[config.mk]
export PLATFORM = sky130hd
export DESIGN_NAME = ebu_rr_arbiter
export DESIGN_NICKNAME = d
export VERILOG_FILES = /design/src/rtl/ebu_pkg.sv /design/src/rtl/ebu_rr_arbiter_rrpick.sv /design/src/rtl/ebu_rr_arbiter.sv
export SDC_FILE = /design/constraint.sdc
export NUM_CORES = 1
export LEC_CHECK = 0
export ABC_AREA = 1
export CAP_MARGIN = 20
export CORE_MARGIN = 4
export CORE_UTILIZATION = 40
export CTS_CLUSTER_DIAMETER = 100
export CTS_CLUSTER_SIZE = 24
export DETAILED_ROUTE_END_ITERATION = 8
export HOLD_SLACK_MARGIN = 0.08
export PLACE_DENSITY = 0.71
export REMOVE_ABC_BUFFERS = 1
export SYNTH_ARGS = -nofsm -noshare
export SYNTH_HDL_FRONTEND = slang
export SYNTH_SLANG_ARGS = --single-unit
[constraint.sdc]
create_clock -name HCLK -period 2.55 [get_ports HCLK]
set_input_delay 0.51 -clock HCLK [delete_from_list [all_inputs] [get_ports HCLK]]
set_output_delay 0.51 -clock HCLK [all_outputs]
set_load 0.01 [all_outputs]
[src/rtl/ebu_pkg.sv]
// Shared EBU definitions: bus-owner FSM states and the burst-length helper.
package ebu_pkg;

  typedef enum logic {IDLE = 1'b0, BUSY = 1'b1} statetype;

  // Data beats minus one for an AHB burst. SINGLE and INCR are treated as one beat.
  function automatic logic [3:0] burst_threshold(input logic [2:0] hburst);
    logic [3:0] th;
    unique casez (hburst)
      3'b00?:  th = 4'd0;
      3'b01?:  th = 4'd3;
      3'b10?:  th = 4'd7;
      default: th = 4'd15;
    endcase
    return th;
  endfunction

endpackage

[src/rtl/ebu_rr_arbiter_rrpick.sv]
// Rotating-priority picker: first set bit of Req scanning upward from Ptr, with wrap.
module rrpick #(
  parameter  int NREQ = 3,
  localparam int IW   = $clog2(NREQ)
) (
  input  logic [NREQ-1:0] Req,
  input  logic [IW-1:0]   Ptr,
  output logic [NREQ-1:0] Pick,
  output logic [IW-1:0]   PickIdx
);

  logic found;
  int   j;

  // Walk the requesters starting at Ptr; the first one found wins.
  always_comb begin
    Pick    = '0;
    PickIdx = '0;
    found   = 1'b0;
    j       = 0;
    for (int k = 0; k < NREQ; k++) begin
      j = (int'(Ptr) + k) % NREQ;
      if (!found && Req[j]) begin
        found   = 1'b1;
        Pick[j] = 1'b1;
        PickIdx = IW'(j);
      end
    end
  end

endmodule

[src/rtl/ebu_rr_arbiter.sv]
// Round-robin owner arbiter for the shared EBU AHB manager port. Holds the
// grant for a whole burst by counting HREADY data beats.
module ebu_rr_arbiter
  import ebu_pkg::*;
#(
  parameter  int NREQ = 3,
  localparam int IW   = $clog2(NREQ)
) (
  input  logic            HCLK,
  input  logic            HRESETn,
  input  logic [NREQ-1:0] Req,
  input  logic [2:0]      HBURST,
  input  logic            HREADY,
  output logic [NREQ-1:0] Grant,
  output logic [IW-1:0]   OwnerIdx,
  output logic            Busy,
  output logic [NREQ-1:0] Wait,
  output logic [NREQ-1:0] Save
);

  statetype        state;
  logic [IW-1:0]   ptr, owner, pick_idx, ptr_nxt;
  logic [3:0]      beatcnt, thresh;
  logic [NREQ-1:0] pick, waitd;

  rrpick #(.NREQ(NREQ)) u_pick (
    .Req     (Req),
    .Ptr     (ptr),
    .Pick    (pick),
    .PickIdx (pick_idx)
  );

  assign ptr_nxt  = (pick_idx == IW'(NREQ - 1)) ? '0 : pick_idx + 1'b1;
  assign Busy     = (state == BUSY);
  assign OwnerIdx = owner;
  assign Wait     = Req & ~Grant;
  assign Save     = Wait & ~waitd;

  // Idle: live pick gives zero-cycle grant. Busy: the latched owner keeps the bus.
  always_comb begin
    Grant = pick;
    if (state == BUSY) begin
      Grant        = '0;
      Grant[owner] = 1'b1;
    end
  end

  // Owner FSM: accept on an HREADY address phase, release after the final data beat.
  always_ff @(posedge HCLK or negedge HRESETn) begin
    if (!HRESETn) begin
      state   <= IDLE;
      ptr     <= '0;
      owner   <= '0;
      beatcnt <= '0;
      thresh  <= '0;
    end else begin
      case (state)
        IDLE: if (HREADY && |Req) begin
          state   <= BUSY;
          owner   <= pick_idx;
          thresh  <= burst_threshold(HBURST);
          beatcnt <= '0;
          ptr     <= ptr_nxt;
        end
        BUSY: if (HREADY) begin
          if (beatcnt == thresh) state <= IDLE;
          else                   beatcnt <= beatcnt + 4'd1;
        end
        default: state <= IDLE;
      endcase
    end
  end

  // Delayed Wait so Save fires once on each new stall.
  always_ff @(posedge HCLK or negedge HRESETn) begin
    if (!HRESETn) waitd <= '0;
    else          waitd <= Wait;
  end

endmodule

==> results of run 1 <==
[stage by stage]
stage / utilization, % / setup TNS [ps] / setup slack, ps / hold slack (ps)
2_1_floorplan: - / 0 / 508 / 214
5_1_grt: 61.6 / -314 / -76.0 / 564
3_5_place_dp: 56.4 / -2920 / -377 / 507
4_1_cts: 59.0 / 0 / 4.45 / 531
3_3_place_gp: 56.4 / -2550 / -320 / 489
6_report: 61.6 / 0 / 57.1 / 523
[placed cells by master (no fill, tap or decap), types with 2 or more instances in the layout]
| cell type | count |
|---|---|
| sky130_fd_sc_hd__clkbuf_2 | 3 |
| sky130_fd_sc_hd__ha_4 | 3 |
| sky130_fd_sc_hd__nand2_2 | 9 |
| sky130_fd_sc_hd__o21ai_0 | 10 |
| sky130_fd_sc_hd__nand2_4 | 2 |
| sky130_fd_sc_hd__xor2_1 | 2 |
| sky130_fd_sc_hd__nor2_1 | 2 |
| sky130_fd_sc_hd__inv_2 | 9 |
| sky130_fd_sc_hd__nand2_1 | 32 |
| sky130_fd_sc_hd__buf_4 | 13 |
| sky130_fd_sc_hd__nand4_1 | 2 |
| sky130_fd_sc_hd__nor2_4 | 2 |
| sky130_fd_sc_hd__clkbuf_4 | 3 |
| sky130_fd_sc_hd__nand3_2 | 9 |
| sky130_fd_sc_hd__dlygate4sd2_1 | 2 |
| sky130_fd_sc_hd__clkdlybuf4s50_1 | 7 |
| sky130_fd_sc_hd__nand3_1 | 9 |
| sky130_fd_sc_hd__xnor2_1 | 2 |
| sky130_fd_sc_hd__dfrtp_1 | 14 |
| sky130_fd_sc_hd__inv_1 | 10 |
| sky130_fd_sc_hd__buf_2 | 4 |
| sky130_fd_sc_hd__buf_6 | 2 |
[sequential cells by signal, indices dropped and copies added, names as in the netlist]
register / count
beatcnt: 4
OwnerIdx: 2
ptr: 2
Busy: 1
waitd: 3
thresh: 3
[worst max-delay path: stages (launching register included)]
cell and delay, ps:
sky130_fd_sc_hd__dfrtp_2 450, sky130_fd_sc_hd__inv_2 100, sky130_fd_sc_hd__ha_4 160, sky130_fd_sc_hd__inv_2 50
sky130_fd_sc_hd__nand2_2 60, sky130_fd_sc_hd__nand2_2 70, sky130_fd_sc_hd__nand2_2 80, sky130_fd_sc_hd__nand2_4 70
sky130_fd_sc_hd__nor2_4 150, sky130_fd_sc_hd__nand2_2 60, sky130_fd_sc_hd__nand3_2 80, sky130_fd_sc_hd__nand2_2 70
sky130_fd_sc_hd__nand2_1 70, sky130_fd_sc_hd__clkdlybuf4s15_1 240
[kinds of logic after synthesis]
kind of cell               Yosys count  synth area share (%)
and+or+nand+nor                     71                  35.9
buffers and inverters               20                  7.95
AOI/OAI and AO/OA                   15                  8.46
DFF                                 15                  37.9
adders and majority gates            5                  6.31
xor gates and xnor gates             4                  3.54
[power breakdown]
part	total (uW)	switching, uW	leakage, uW	internal, uW
sequential	427	90.7	0.000182	336
combinational	1030	559	0.000528	474
clock	134	73.6	0.0000150	60.7
[cell type report]
class / count / area (sq um)
Sequential cell: 15 / 377
Inverter: 19 / 71.3
Tap cell: 28 / 35.0
Multi-Input combinational cell: 95 / 628
Clock buffer: 4 / 26.3
Timing Repair Buffer: 33 / 265
Fill cell: 203 / 873
[path summary, 6_finish.rpt]
kind	start	end
worst max register to register	ptr[1]$_DFFE_PN0P_	ptr[0]$_DFFE_PN0P_
worst max-delay path	ptr[1]$_DFFE_PN0P_	Grant[2]
min in group asynchronous	HRESETn	waitd[2]$_DFF_PN0_
worst min-delay path	thresh[2]$_DFFE_PN0P_	thresh[2]$_DFFE_PN0P_
max in group asynchronous	HRESETn	ptr[1]$_DFFE_PN0P_
worst min register to register	thresh[2]$_DFFE_PN0P_	thresh[2]$_DFFE_PN0P_
[routing by layer]
layer / wire [microns] / GRT usage [%] / part of all wire (%)
met1: 1040 / 17.3 / 41
met4: 42 / 6.29 / 1.7
met3: 140 / 4.90 / 5.6
met5: 0 / 0 / 0
met2: 1290 / 28.1 / 51
[timing repair]
action                     4_1_cts  5_1_grt
setup buffers                    2        2
setup endpoints to repair        9        9
pin swaps                        3       11
hold buffers                     0        0
gates resized for setup         34       28
==> metrics.txt, run 1 <==
# TYPE chip_impl_metric gauge
chip_impl_metric{name="clk_transition_reported_paths",unit="ps"} 80
chip_impl_metric{name="drive_above_1_share",unit="%"} 39.2
chip_impl_metric{name="critical_path_required",unit="ps"} 2040
chip_impl_metric{name="die-width",unit="microns"} 57.8
chip_impl_info{name="setup_repair_after_global_routing_missed_its_margin",value="true"} 1
chip_impl_metric{name="number_of_placed_instances_with_taps_included",unit=""} 186
chip_impl_metric{name="worst-r2r-setup-slack",unit="ps"} 700
chip_impl_metric{name="maxSlewHeadroom",unit="%"} 54.2
chip_impl_metric{name="post_drt_wl_per_cell",unit="microns"} 13.0
chip_impl_metric{name="synth-async-reset-ratio",unit="%"} 100
chip_impl_metric{name="detailed_place_hpwl",unit="mm"} 1.87
chip_impl_metric{name="antenna_found_initial",unit=""} 0
chip_impl_info{name="top_post_synthesis_cells_by_area",value="sky130_fd_sc_hd__dfrtp_1 38%, sky130_fd_sc_hd__nand2_1 14%, sky130_fd_sc_hd__nand3_1 7.6%"} 1
chip_impl_metric{name="clock-skew-final",unit="ps"} 3.07
chip_impl_metric{name="synth_seq_area_share",unit="%"} 37.9
chip_impl_metric{name="drt_iter0_markers",unit=""} 31
chip_impl_metric{name="detail-route-antenna-nets",unit=""} 0
chip_impl_metric{name="drt_drc_violations_left",unit=""} 0
chip_impl_metric{name="insertedDiodeCount",unit=""} 0
chip_impl_metric{name="yosys_warnings",unit=""} 0
chip_impl_metric{name="rows",unit=""} 17
chip_impl_metric{name="initial_core_util",unit="%"} 43.5
chip_impl_info{name="criticalPathCategory",value="reg2out"} 1
chip_impl_info{name="yosys.cell_count.top_type",value="sky130_fd_sc_hd__nand2_1"} 1
chip_impl_metric{name="peakVddDrop",unit="mV"} 0.719
chip_impl_metric{name="timing.final.crit_share",unit="%"} 97.8
chip_impl_info{name="clock_root_buffer_master",value="sky130_fd_sc_hd__clkbuf_4"} 1
chip_impl_info{name="run_status",value="completed"} 1
chip_impl_metric{name="power.static_leakage",unit="uW"} 0.000725
chip_impl_info{name="ys_dominant_reg_cell",value="sky130_fd_sc_hd__dfrtp_1"} 1
chip_impl_metric{name="whs_path_depth",unit=""} 2
chip_impl_metric{name="via_count_of_the_first_global_routing_pass",unit=""} 994
chip_impl_metric{name="design_area",unit="sq mm"} 0.00140
chip_impl_metric{name="synth_cell_types",unit=""} 24
chip_impl_metric{name="crit_path_max_fanout",unit=""} 5
chip_impl_metric{name="report.final.hold_viol_count",unit=""} 0
chip_impl_metric{name="sum_of_routed_wire_length_over_all_layers",unit="mm"} 2.52
chip_impl_info{name="tritoncts",value="built"} 1
chip_impl_metric{name="place.gp.congestion",unit=""} 0.903
chip_impl_metric{name="fin_total_pwr",unit="uW"} 1590
chip_impl_info{name="commonest_cells_in_the_synthesized_netlist",value="37 x sky130_fd_sc_hd__nand2_1, 16 x sky130_fd_sc_hd__inv_1, 15 x sky130_fd_sc_hd__dfrtp_1, 15 x sky130_fd_sc_hd__nand3_1, 10 x sky130_fd_sc_hd__o21ai_0"} 1
chip_impl_metric{name="post-route-min-period",unit="ps"} 2490
chip_impl_metric{name="netlist_instances",unit=""} 130
chip_impl_metric{name="drt_pre_antenna_iters",unit=""} 4
chip_impl_info{name="hold_path.class",value="reg2reg"} 1
chip_impl_metric{name="numPortBuffers",unit=""} 19
chip_impl_metric{name="maxCapViolations",unit=""} 0
chip_impl_metric{name="cts_buffers",unit=""} 3
chip_impl_metric{name="synthesis.area_per_instance",unit="sq um"} 7.62
chip_impl_info{name="cp-start-kind",value="flop"} 1
chip_impl_metric{name="coreArea",unit="sq mm"} 0.00228
chip_impl_metric{name="p_per_area",unit="mW/mm^2"} 1140
chip_impl_metric{name="fmax",unit="MHz"} 401
chip_impl_metric{name="grt_pass1_wl",unit="mm"} 4.17
chip_impl_metric{name="place_area",unit="sq mm"} 0.00128
chip_impl_metric{name="floorplan.io_pins",unit=""} 21
chip_impl_metric{name="post_layout_nonfiller_instances",unit=""} 194
chip_impl_metric{name="postSynthRegisterBits",unit=""} 15
chip_impl_metric{name="synth_top_area_share",unit="%"} 37.9
chip_impl_metric{name="die_height",unit="microns"} 57.8
chip_impl_metric{name="cts_htree_levels",unit=""} 1
chip_impl_metric{name="synth_edf_count",unit=""} 0
chip_impl_metric{name="vias_per_cell",unit=""} 5.10
chip_impl_metric{name="global_route.usage.total",unit="%"} 15.8
chip_impl_metric{name="syn-cell-area",unit="sq um"} 991
chip_impl_metric{name="grt_start_max_net_pins",unit=""} 16
chip_impl_metric{name="area_growth_syn_to_layout",unit="%"} 41.5
chip_impl_info{name="setup.worst_path.end_class",value="primary output"} 1
chip_impl_metric{name="crit_arrival",unit="ps"} 1980
chip_impl_metric{name="max_slew.worst_pin.slew",unit="ps"} 684
chip_impl_metric{name="report.final.slew_viol_count",unit=""} 0
chip_impl_metric{name="global_route.overflow_total",unit=""} 0
chip_impl_info{name="synth_area_leader_cell",value="sky130_fd_sc_hd__dfrtp_1"} 1
chip_impl_metric{name="timing.reg2reg.worst_path_depth",unit=""} 14
chip_impl_metric{name="timing.final.setup_violations",unit=""} 0
chip_impl_metric{name="cts.sinks",unit=""} 15
chip_impl_metric{name="worst_skew_pair.late_latency",unit="ps"} 280
chip_impl_metric{name="clock_tree.buffer_depth",unit=""} 2
chip_impl_metric{name="dieArea",unit="sq mm"} 0.00334
chip_impl_metric{name="dr_total_vias",unit=""} 990
chip_impl_metric{name="nets",unit=""} 181
Power figures use the tool's default switching activity.
==> run 2: changes to the inputs <==
CORE_UTILIZATION = 35   (was 40)
PLACE_DENSITY = 0.64   (was 0.71)
RECOVER_POWER = 50   (was default)
==> run 2 against run 1 <==
Maximum frequency grew 2.9%; register-to-register slack better by 150 ps; total power decreased by 5.7%; sequential power shrank 1%.
==> metrics.txt, run 2 (synthesis gave the netlist of run 1 again) <==
# TYPE chip_impl_metric gauge
chip_impl_metric{name="cp.buffers_inverters",unit=""} 3
chip_impl_metric{name="maxSlewHeadroom",unit="%"} 52.8
chip_impl_metric{name="internal_power",unit="uW"} 816
chip_impl_metric{name="drt_pre_antenna_iters",unit=""} 4
chip_impl_info{name="grt.busiest_layer",value="met2"} 1
chip_impl_metric{name="netSwitchingFraction",unit="%"} 45.8
chip_impl_metric{name="holdBufCountCts",unit=""} 0
chip_impl_metric{name="seq_power_share",unit="%"} 28.1
chip_impl_metric{name="crit_path_max_fanout",unit=""} 5
chip_impl_metric{name="maxCapViolations",unit=""} 0
chip_impl_info{name="cpMaxStageDelayCell",value="sky130_fd_sc_hd__dfrtp_1"} 1
chip_impl_metric{name="clock-skew-final",unit="ps"} 2.48
chip_impl_info{name="most_common_cell_after_layout_fill_and_taps_aside",value="sky130_fd_sc_hd__nand2_1"} 1
chip_impl_metric{name="detailed_place_hpwl",unit="mm"} 1.79
chip_impl_info{name="hold_path.class",value="reg2reg"} 1
chip_impl_info{name="worst_setup_path_endpoint",value="Save[1]"} 1
chip_impl_info{name="tritoncts",value="built"} 1
chip_impl_metric{name="power.net_switching",unit="uW"} 688
chip_impl_info{name="largest_register_by_flop_count",value="beatcnt"} 1
chip_impl_metric{name="dr_total_vias",unit=""} 951
chip_impl_metric{name="dieArea",unit="sq mm"} 0.00375
chip_impl_metric{name="cts_buffers",unit=""} 3
chip_impl_metric{name="area_growth_syn_to_layout",unit="%"} 33.5
chip_impl_info{name="path_cells",value="buf_4 > ha_4 > inv_2 > nand2_1 > nand2_2 > nand2_2 > nand2_4 > nor2_4 > nand2_2 > nand3_2 > nand2_2 > nand3_2 > nor2_2 > buf_2"} 1
chip_impl_metric{name="cts_htree_levels",unit=""} 1
chip_impl_metric{name="antenna_found_initial",unit=""} 0
chip_impl_metric{name="vias_per_cell",unit=""} 4.95
chip_impl_metric{name="via_count_of_the_first_global_routing_pass",unit=""} 957
chip_impl_metric{name="crit_arrival",unit="ps"} 1910
chip_impl_metric{name="sum_of_routed_wire_length_over_all_layers",unit="mm"} 2.32
chip_impl_info{name="startpoint",value="ptr[0]$_DFFE_PN0P_"} 1
chip_impl_metric{name="place.gp.congestion",unit=""} 0.898
chip_impl_info{name="criticalPathCategory",value="reg2out"} 1
chip_impl_metric{name="power.share.combinational",unit="%"} 63.3
chip_impl_metric{name="detail-route-antenna-nets",unit=""} 0
chip_impl_metric{name="grt_pass1_wl",unit="mm"} 3.84
chip_impl_metric{name="die-width",unit="microns"} 61.2
chip_impl_metric{name="global_route.usage.total",unit="%"} 13.4
chip_impl_metric{name="timing.final.crit_share",unit="%"} 95.0
chip_impl_metric{name="fin_worst_hold_slack",unit="ps"} 518
chip_impl_metric{name="fmax",unit="MHz"} 413
chip_impl_metric{name="global_route.usage.met2",unit="%"} 25.2
chip_impl_metric{name="post-route-min-period",unit="ps"} 2420
chip_impl_metric{name="report.final.hold_viol_count",unit=""} 0
chip_impl_metric{name="timing.reg2reg.worst_path_depth",unit=""} 11
chip_impl_metric{name="timing.final.setup_violations",unit=""} 0
chip_impl_info{name="setup.worst_path.end_class",value="primary output"} 1
chip_impl_metric{name="slowest_delay",unit="ps"} 400
chip_impl_metric{name="worst-r2r-setup-slack",unit="ps"} 850
chip_impl_metric{name="fin_total_pwr",unit="uW"} 1500
chip_impl_info{name="most-common-layout-cells",value="33 x sky130_fd_sc_hd__nand2_1, 14 x sky130_fd_sc_hd__dfrtp_1, 12 x sky130_fd_sc_hd__nand3_1"} 1
chip_impl_metric{name="drt_drc_violations_left",unit=""} 0
chip_impl_metric{name="drive_above_1_share",unit="%"} 35.4
chip_impl_metric{name="rows",unit=""} 19
chip_impl_metric{name="power.static_leakage",unit="uW"} 0.000678
chip_impl_info{name="worstHoldStart",value="thresh[3]$_DFFE_PN0P_"} 1
chip_impl_metric{name="p_per_area",unit="mW/mm^2"} 1140
chip_impl_metric{name="numPortBuffers",unit=""} 19
chip_impl_metric{name="die_height",unit="microns"} 61.2
chip_impl_metric{name="largest_reg_flops",unit=""} 4
chip_impl_metric{name="number_of_placed_instances_with_taps_included",unit=""} 187
chip_impl_metric{name="met1_demand_to_capacity_share_in_global_routing",unit="%"} 15.3
chip_impl_info{name="worst_r2r_endpoint",value="ptr[0]$_DFFE_PN0P_"} 1
chip_impl_metric{name="drt_iter0_markers",unit=""} 53
chip_impl_metric{name="insertedDiodeCount",unit=""} 0
chip_impl_metric{name="coreArea",unit="sq mm"} 0.00273
chip_impl_metric{name="post_drt_wl_per_cell",unit="microns"} 12.1
chip_impl_info{name="cp_top_family",value="simple AND/OR/NAND/NOR gates"} 1
chip_impl_metric{name="initial_core_util",unit="%"} 36.2
chip_impl_metric{name="clock_tree.buffer_depth",unit=""} 2
chip_impl_metric{name="cts.sinks",unit=""} 15
chip_impl_metric{name="power.share.clock",unit="%"} 8.6
chip_impl_metric{name="report.final.slew_viol_count",unit=""} 0
chip_impl_metric{name="max_slew.worst_pin.slew",unit="ps"} 706
chip_impl_metric{name="post_layout_nonfiller_instances",unit=""} 192
chip_impl_metric{name="worst_skew_pair.late_latency",unit="ps"} 270
chip_impl_info{name="cp-start-kind",value="flop"} 1
chip_impl_metric{name="worst-path-stages",unit=""} 14
chip_impl_metric{name="grt_start_max_net_pins",unit=""} 16
chip_impl_metric{name="tns",unit="ps"} 0
chip_impl_info{name="timing.critical_path.mode_cell",value="sky130_fd_sc_hd__nand2_2"} 1
chip_impl_metric{name="nets",unit=""} 176
chip_impl_metric{name="peakVddDrop",unit="mV"} 0.689
chip_impl_metric{name="floorplan.io_pins",unit=""} 21
chip_impl_metric{name="grt_use_met3",unit="%"} 1.89
chip_impl_info{name="run_status",value="completed"} 1
chip_impl_info{name="rr_startpoint",value="ptr[1]$_DFFE_PN0P_"} 1
chip_impl_info{name="clock_root_buffer_master",value="sky130_fd_sc_hd__clkbuf_4"} 1
chip_impl_metric{name="global_route.overflow_total",unit=""} 0
chip_impl_info{name="largest_registers",value="beatcnt x4, thresh x3, waitd x3"} 1
chip_impl_metric{name="whs_path_depth",unit=""} 2
chip_impl_metric{name="critical_path_required",unit="ps"} 2040
chip_impl_metric{name="clk_transition_reported_paths",unit="ps"} 80
==> run 2: changes by cell type in the layout (fill, tap and decap cells not counted), moves of 2 or more <==
cell / previous run / this run
sky130_fd_sc_hd__nand3_2: 9 / 6
sky130_fd_sc_hd__buf_6: 2 / 0
sky130_fd_sc_hd__buf_4: 13 / 8
sky130_fd_sc_hd__buf_2: 4 / 6
sky130_fd_sc_hd__nand3_1: 9 / 12
==> run 2: worst min path at each step <==
stage | end | slack (ps)
finish | thresh[3]$_DFFE_PN0P_ | 520
global route | thresh[2]$_DFFE_PN0P_ | 550
CTS | thresh[3]$_DFFE_PN0P_ | 530
detailed placement | thresh[3]$_DFFE_PN0P_ | 510
global placement | thresh[2]$_DFFE_PN0P_ | 490
floorplan | Busy$_DFF_PN0_ | 210
==> run 2: per-layer routing <==
metal / wire (microns) / share of wire (%) / up-vias
met5: 0 / 0 / -
met3: 117 / 5.0 / 2
met4: 15 / 0.65 / 0
met2: 1230 / 53 / 25
li1: - / - / 481
met1: 962 / 41 / 443
==> run 2: timing repair <==
item | CTS | global route
pin swaps | 3 | 4
buffers inserted | 1 | 0
endpoints found under the setup margin | 9 | 9
gates cloned | 0 | 0
resized for setup | 34 | 26
==> run 2: power groups by stage <==
stage | Combinational [uW] | Sequential (uW) | Clock, uW
after detailed placement | 887 | 423 | 0
after global routing | 1050 | 439 | 150
after global placement | 866 | 418 | 0
final | 952 | 422 | 130
after CTS | 906 | 423 | 137
after floorplan | 549 | 413 | 0
==> run 2: area by class of cell <==
cell class,count,area (sq um)
Clock buffer,4,26.3
Sequential cell,15,377
Tap cell,31,38.8
Timing Repair Buffer,28,209
Fill cell,278,1410
Multi-Input combinational cell,95,601
Inverter,19,71.3
==> run 2: worst reg2reg max path: stages, from the launching register on <==
cell and delay (ps):
sky130_fd_sc_hd__dfrtp_2 450, sky130_fd_sc_hd__inv_2 90, sky130_fd_sc_hd__ha_4 170, sky130_fd_sc_hd__inv_2 50, sky130_fd_sc_hd__nand2_1 60, sky130_fd_sc_hd__nand2_2 70
sky130_fd_sc_hd__a21oi_2 180, sky130_fd_sc_hd__nand4_1 130, sky130_fd_sc_hd__nand3_2 100, sky130_fd_sc_hd__buf_4 110, sky130_fd_sc_hd__nand2_2 50, sky130_fd_sc_hd__and3_1 140
==> run 2: metrics by stage <==
step | utilization [%] | cell area [sq um] | setup WS [ps]
6_report | 48.4 | 1320 | 126
2_1_floorplan | - | 983 | 508
5_1_grt | 48.4 | 1320 | -2.21
3_3_place_gp | 46.5 | 1270 | -333
4_1_cts | 48.5 | 1330 | -2.21
3_5_place_dp | 46.5 | 1270 | -372
